--- src/rtl/req_ack_pkg.sv ---
// Shared types and default widths for the req/ack responder slice.
package req_ack_pkg;

  typedef enum logic [1:0] {
    IDLE     = 2'd0,
    ACK      = 2'd1,
    WAIT_LOW = 2'd2
  } hsk_state_e;

  localparam int CNT_W_DEF    = 4;
  localparam int HSK_W_DEF    = 8;
  localparam int ACK_HOLD_DEF = 1;

endpackage

--- src/rtl/step_counter.sv ---
// Enabled step counter with synchronous clear; wraps modulo 2**CNT_W.
module step_counter import req_ack_pkg::*; #(
  parameter int CNT_W = CNT_W_DEF
) (
  input  logic             clk,
  input  logic             rst_n,
  input  logic             clr,
  input  logic             en,
  output logic [CNT_W-1:0] q
);

  always_ff @(posedge clk) begin
    if (!rst_n) begin
      q <= '0;
    end else if (clr) begin
      q <= '0;
    end else if (en) begin
      q <= q + CNT_W'(1);
    end
  end

endmodule

--- src/rtl/req_ack_responder.sv ---
// Target-side req/ack responder with a handshake counter and an enabled step counter.
// Define HSK_PROTO_CHK_EN to build the sticky protocol-error checker driving err.
module req_ack_responder import req_ack_pkg::*; #(
  parameter int CNT_W    = CNT_W_DEF,
  parameter int ACK_HOLD = ACK_HOLD_DEF,
  parameter int HSK_W    = HSK_W_DEF
) (
  input  logic             clk,
  input  logic             rst_n,
  input  logic             req,
  input  logic             en,
  input  logic             cnt_clr,
  output logic             ack,
  output logic             busy,
  output logic [CNT_W-1:0] a,
  output logic [HSK_W-1:0] hsk_cnt,
  output logic             err
);

  localparam int HOLD_W = (ACK_HOLD > 1) ? $clog2(ACK_HOLD) : 1;
  localparam logic [HOLD_W-1:0] HOLD_INIT = HOLD_W'(ACK_HOLD - 1);

  hsk_state_e        state;
  logic              req_d;
  logic              rise;
  logic [HOLD_W-1:0] hold_cnt;

  assign rise = req & ~req_d;

  // A rise outside IDLE is deliberately dropped; a fresh handshake needs req seen low first.
  always_ff @(posedge clk) begin
    if (!rst_n) begin
      state    <= IDLE;
      ack      <= 1'b0;
      busy     <= 1'b0;
      hold_cnt <= '0;
      hsk_cnt  <= '0;
      req_d    <= 1'b0;
    end else begin
      req_d <= req;
      case (state)
        IDLE: begin
          if (rise) begin
            state    <= ACK;
            ack      <= 1'b1;
            busy     <= 1'b1;
            hold_cnt <= HOLD_INIT;
            hsk_cnt  <= hsk_cnt + HSK_W'(1);
          end
        end
        ACK: begin
          if (hold_cnt != '0) begin
            hold_cnt <= hold_cnt - HOLD_W'(1);
          end else begin
            ack <= 1'b0;
            if (req) begin
              state <= WAIT_LOW;
            end else begin
              state <= IDLE;
              busy  <= 1'b0;
            end
          end
        end
        WAIT_LOW: begin
          if (!req) begin
            state <= IDLE;
            busy  <= 1'b0;
          end
        end
        default: begin
          state <= IDLE;
          ack   <= 1'b0;
          busy  <= 1'b0;
        end
      endcase
    end
  end

`ifdef HSK_PROTO_CHK_EN
  logic fall;

  assign fall = ~req & req_d;

  // Flags only; the handshake path above is identical with or without the checker.
  always_ff @(posedge clk) begin
    if (!rst_n) begin
      err <= 1'b0;
    end else if ((state == ACK && hold_cnt != '0 && fall) || (rise && state != IDLE)) begin
      err <= 1'b1;
    end
  end
`else
  assign err = 1'b0;
`endif

  step_counter #(.CNT_W(CNT_W)) u_step_counter (
    .clk   (clk),
    .rst_n (rst_n),
    .clr   (cnt_clr),
    .en    (en),
    .q     (a)
  );

endmodule
--- config.mk ---
export PLATFORM = sky130hd
export DESIGN_NAME = req_ack_responder
export DESIGN_NICKNAME = d
export VERILOG_FILES = /design/src/rtl/req_ack_pkg.sv /design/src/rtl/step_counter.sv /design/src/rtl/req_ack_responder.sv
export SDC_FILE = /design/constraint.sdc
export NUM_CORES = 1
export LEC_CHECK = 0
export CORE_MARGIN = 2
export CORE_UTILIZATION = 42
export DETAILED_ROUTE_END_ITERATION = 8
export PLACE_DENSITY = 0.73
export SLEW_MARGIN = 25
export SYNTH_ARGS = -nofsm -noshare
export SYNTH_HDL_FRONTEND = slang
export SYNTH_SLANG_ARGS = --single-unit
--- constraint.sdc ---
create_clock -name clk -period 1.3 [get_ports clk]
set_input_delay 0.26 -clock clk [delete_from_list [all_inputs] [get_ports clk]]
set_output_delay 0.26 -clock clk [all_outputs]
set_load 0.01 [all_outputs]
Word level (Yosys, flattened, before mapping). Cells that the tools add are included.

Bits in registers: 18. Bits of input ports: 5. Word-level logic and storage cells: 41.

Add/subtract/negate cells: 3. Equality and inequality tests: 5. Mux-type cells: 14. Bitwise gates (word level): 4. Reduce and logical (&&, ||, !) cells: 8.

Operators by type and width (number): adder 8 x 1 -> 8 bit, second input constant (1); two-way mux 2 bit (4); two-way mux 1 bit (6); != test 2 bit, second input constant (3); one-hot mux 1 bit (3 select lines) (2); one-hot mux 2 bit (3 select lines) (1); AND reduction 2 bit (3); AND reduction 3 bit (2); adder 4 x 1 -> 4 bit, second input constant (1); inverter 1 bit (3); == test 2 x 1 -> 1 bit, second input constant (1); == test 2 bit, second input constant (1); zero test 2 bit (1); one-hot mux 1 bit (2 select lines) (1); nonzero test 2 bit (1); OR reduction 2 bit (1); bitwise AND 1 bit (1); subtractor 1 bit, second input constant (1).

Logic depth before layout (Yosys ltp).
Depth in word-level cells: 4. Gate-level depth with buffers: 7. Gate-level depth less buffers: 6.

Modules after synthesis. A second synthesis with hierarchy kept.

Cells, all modules: 85. Area, all modules: 855.8 um2.

Modules (own cells, without submodules): req_ack_responder (instances 1, cells each 68, area an instance 674.4 um2); step_counter (instances 1, cells each 17, area an instance 181.4 um2).

Least setup slack after synthesis. OpenSTA, ideal clock, no wires.

Path type: reg-to-reg. From: reg state[0]. To: reg hsk_cnt[4]. Setup time: 0.115 ns. Arrival: 1.317 ns. Data required time: 1.185 ns. Path slack: -0.132 ns. Cell stages (with the launch flop): 8. Cell sequence: dfxtp_1 -> inv_1 -> ha_1 -> and3b_1 -> buf_4 -> nand4_1 -> xnor2_1 -> and2_1.

Longest elaborated chain between the ends: 2.

RTL lines: start, declared (RTL line req_ack_responder.sv:23) `hsk_state_e state;`; start signal, assigned (RTL line req_ack_responder.sv:33) `state <= IDLE;`; start signal, assigned (RTL line req_ack_responder.sv:44) `state <= ACK;`; start signal, assigned (RTL line req_ack_responder.sv:57) `state <= WAIT_LOW;`; zero test 2 bit (RTL line req_ack_responder.sv:41) `case (state)`; AND reduction 2 bit (no source line); end signal, assigned (RTL line req_ack_responder.sv:48) `hsk_cnt <= hsk_cnt + HSK_W'(1);`; end, declared (RTL line req_ack_responder.sv:16) `output logic [HSK_W-1:0] hsk_cnt,`.

No other way between the ends. A chain may end at the register's enable or synchronous reset.

Worst setup path in the final report.
From: reg state[1]. To: reg hsk_cnt[0].

The elaborated chain is that of the path after synthesis.

==> impl_metrics.tcl <==
set metrics [dict create \
    cp.arrival_ns 1.45 \
    worst_skew_pair.late_latency_ns 0.29 \
    n_fill_cell 179 \
    status "finished clean" \
    seq_area_um2 348 \
    cp_slowest_cell "dfxtp_2" \
    hp-class "reg2reg" \
    synth_seq_cells 17 \
    yosysSeqAreaShare_pct 42.2 \
    syn_nets 95 \
    vias 657 \
    core_area_mm2 0.00176 \
    synthesis.area_um2 806 \
    ant_nets 0 \
    die_w_um 47.8 \
    fin_crit_sh_pct 96.8 \
    first_pass_iters 4 \
    leakage_nw 0.531 \
    hold_depth 2 \
    cp_num_buf_inv 2 \
    rows 15 \
    seq_power_share_pct 54.9 \
    combPwrFrac_pct 17.8 \
    final_area_mm2 0.00112 \
    hold_viol 0 \
    die_area_mm2 0.00228 \
    finalMaxSlewViolations 0 \
    io_pins 20 \
    gp_congestion 0.742 \
    worst-endpoint-required_ns 1.49 \
    fmax_mhz 795 \
    drive_gt1_share_pct 22.8 \
    p_per_area_mw_per_mm2 920 \
    antenna_cells 0 \
    max_stage_delay_ns 0.35 \
    area_delta_synth_final_pct 38.5 \
    drt_iter0_drc 13 \
    cp_max_fo 5 \
    path_cells "inv_2, ha_4, and3b_2, buf_6, xor2_1, and2_1" \
    intPower_uw 759 \
    min_period_ns 1.26 \
    start_kind "flip-flop" \
    grt_start_max_net_pins 11 \
    grt_first_pass_wirelength_mm 2.29 \
    root_buffer "clkbuf_4" \
    synth.distinct_cells 26 \
    power.switching_uw 267 \
    ff2ff_path_depth 6 \
    wl_per_cell_um 11.1 \
    io_buffer_count 18 \
    grt_usage_pct 15.0 \
    fin_nets 126 \
    via_per_inst 4.73 \
    drc_errors 0 \
    netlist_instances 84 \
    initial_core_util_pct 45.7 \
    multi_input_area_um2 449 \
    numCtsBuffers 3 \
    max-vdd-ir-drop_uv 682 \
    end_kind "flip-flop" \
    routed_wl_mm 1.54 \
    cts-hold-fix-buffers 0 \
    cts_max_level 1 \
    cts_tree "built" \
    clkTransAtPathRegs_ns 0.10 \
    yosys_warnings 0 \
    swShare_pct 26.0 \
    dp_hpwl_mm 1.22 \
    grt_setup_unrepaired "yes" \
    antenna_found_initial 0 \
    clk_path_buf_depth 2 \
    grt_pass1_vias 552 \
    finalSetupViolations 0 \
    clkPwrFrac_pct 27.3 \
    power_mw 1.03 \
    die_y_um 47.8 \
    clock_skew_ns 0.00388 \
    synth.avg_cell_area_um2 9.59 \
    path_depth 6 \
    max_cap_violations 0 \
    grt_remaining_overflow 0 \
    cp_top_family "simple AND/OR/NAND/NOR gates" \
    path_class "reg2reg" \
    numClockSinks 17 \
    place_area_mm2 0.00109 \
]
==> cell families after synthesis <==
| kind of cell | synth area share [%] |
|---|---|
| simple gates | 23.8 |
| buf+inv | 3.73 |
| other cells | 0.465 |
| compound gates | 7.14 |
| flops | 42.2 |
| fa+ha+maj | 9.32 |
| mux | 2.48 |
| xor+xnor | 10.9 |
==> metal layers <==
metal | vias up | part of all wire (%) | track usage, %
met5 | - | 0 | 0
met2 | 9 | 51 | 24.8
met1 | 304 | 46 | 17.8
met4 | 0 | 0.78 | 8.11
met3 | 2 | 2.9 | 3.40
li1 | 342 | - | -
==> synthesized netlist by cell type <==
master | instances | area [µm²]
xnor2_1 | 7 | 61.3
nor2_1 | 5 | 18.8
a21boi_0 | 2 | 15.0
nand3b_1 | 1 | 7.51
conb_1 | 1 | 3.75
and2_1 | 9 | 56.3
o221a_2 | 1 | 11.3
o21ai_0 | 2 | 10.0
a211oi_1 | 1 | 7.51
nor2b_1 | 2 | 12.5
nand2_1 | 4 | 15.0
nand4_1 | 3 | 18.8
dfxtp_1 | 17 | 340
and3_1 | 1 | 6.26
inv_1 | 3 | 11.3
clkbuf_1 | 1 | 3.75
and3b_1 | 1 | 8.76
xor2_1 | 3 | 26.3
nand3_1 | 5 | 25.0
and4b_1 | 1 | 10.0
a22o_1 | 1 | 8.76
nand2b_1 | 2 | 12.5
ha_1 | 6 | 75.1
mux2i_1 | 2 | 20.0
a21oi_1 | 1 | 5.00
buf_4 | 2 | 15.0
==> metrics by stage <==
stage | util, % | instances | hold slack [ns] | TNS [ns] | worst slack (ns)
detailed placement | 61.7 | 134 | 0.516 | -2.36 | -0.258
global placement | 61.7 | 134 | 0.493 | -1.98 | -0.221
global route | 63.3 | 139 | 0.560 | -0.104 | -0.0290
finish | 63.3 | 139 | 0.519 | 0 | 0.0415
floorplan | - | 84 | 0.382 | -0.0106 | -0.0106
CTS | 62.8 | 138 | 0.533 | 0 | 0.00742
==> state kept, by name, indices dropped and copies added (netlist names) <==
register	count
state	2
req_d	1
ack	1
hsk_cnt	8
busy	1
u_step_counter.q	4
==> timing repair <==
action / CTS / global route
gates resized for setup: 20 / 1
hold endpoints to repair: 0 / 0
buffers inserted: 0 / 1
setup endpoints to repair: 16 / 9
pin swaps: 0 / 8
==> layout by cell type (no fill, tap or decap), drive strengths merged, types with 3 or more instances in the layout <==
cell type,instances
nand3,5
buf,11
inv,3
nor2,5
nand2,4
nand4,3
dfxtp,17
ha,6
xnor2,7
and2,9
xor2,3
clkbuf,3
clkdlybuf4s50,4
dlygate4sd2,14
==> tightest hold or removal path: stages (launching register included) <==
cell and delay, ns:
dfxtp_1 0.34, nand3_1 0.09, a21boi_1 0.06
==> power groups by stage <==
stage	combinational, mW	sequential [mW]	clock (mW)
after detailed placement	0.188	0.575	0
final	0.183	0.564	0.280
after global placement	0.182	0.574	0
after floorplan	0.0944	0.581	0
after global routing	0.205	0.566	0.321
after CTS	0.181	0.563	0.300
==> worst paths after layout <==
path                                             from                 endpoint  slack (ns)
worst max-delay path            state[1]$_SDFFE_PN0P_  hsk_cnt[0]$_SDFFE_PN0P_        0.04
worst min-delay path                busy$_SDFFE_PN0P_        busy$_SDFFE_PN0P_        0.52
worst max register to register  state[1]$_SDFFE_PN0P_  hsk_cnt[0]$_SDFFE_PN0P_        0.04
worst min register to register      busy$_SDFFE_PN0P_        busy$_SDFFE_PN0P_        0.52
==> final cells by class <==
type                       instances  share of cell area, %
sequential                        17                   31.2
timing repair buffer              29                   22.3
multi-input combinational         61                   40.2
clock buffer                       3                   2.02
tap                               25                   2.80
inverter                           3                   1.01
clock inverter                     1                  0.448
No activity file was read; power rests on OpenSTA's default activity.
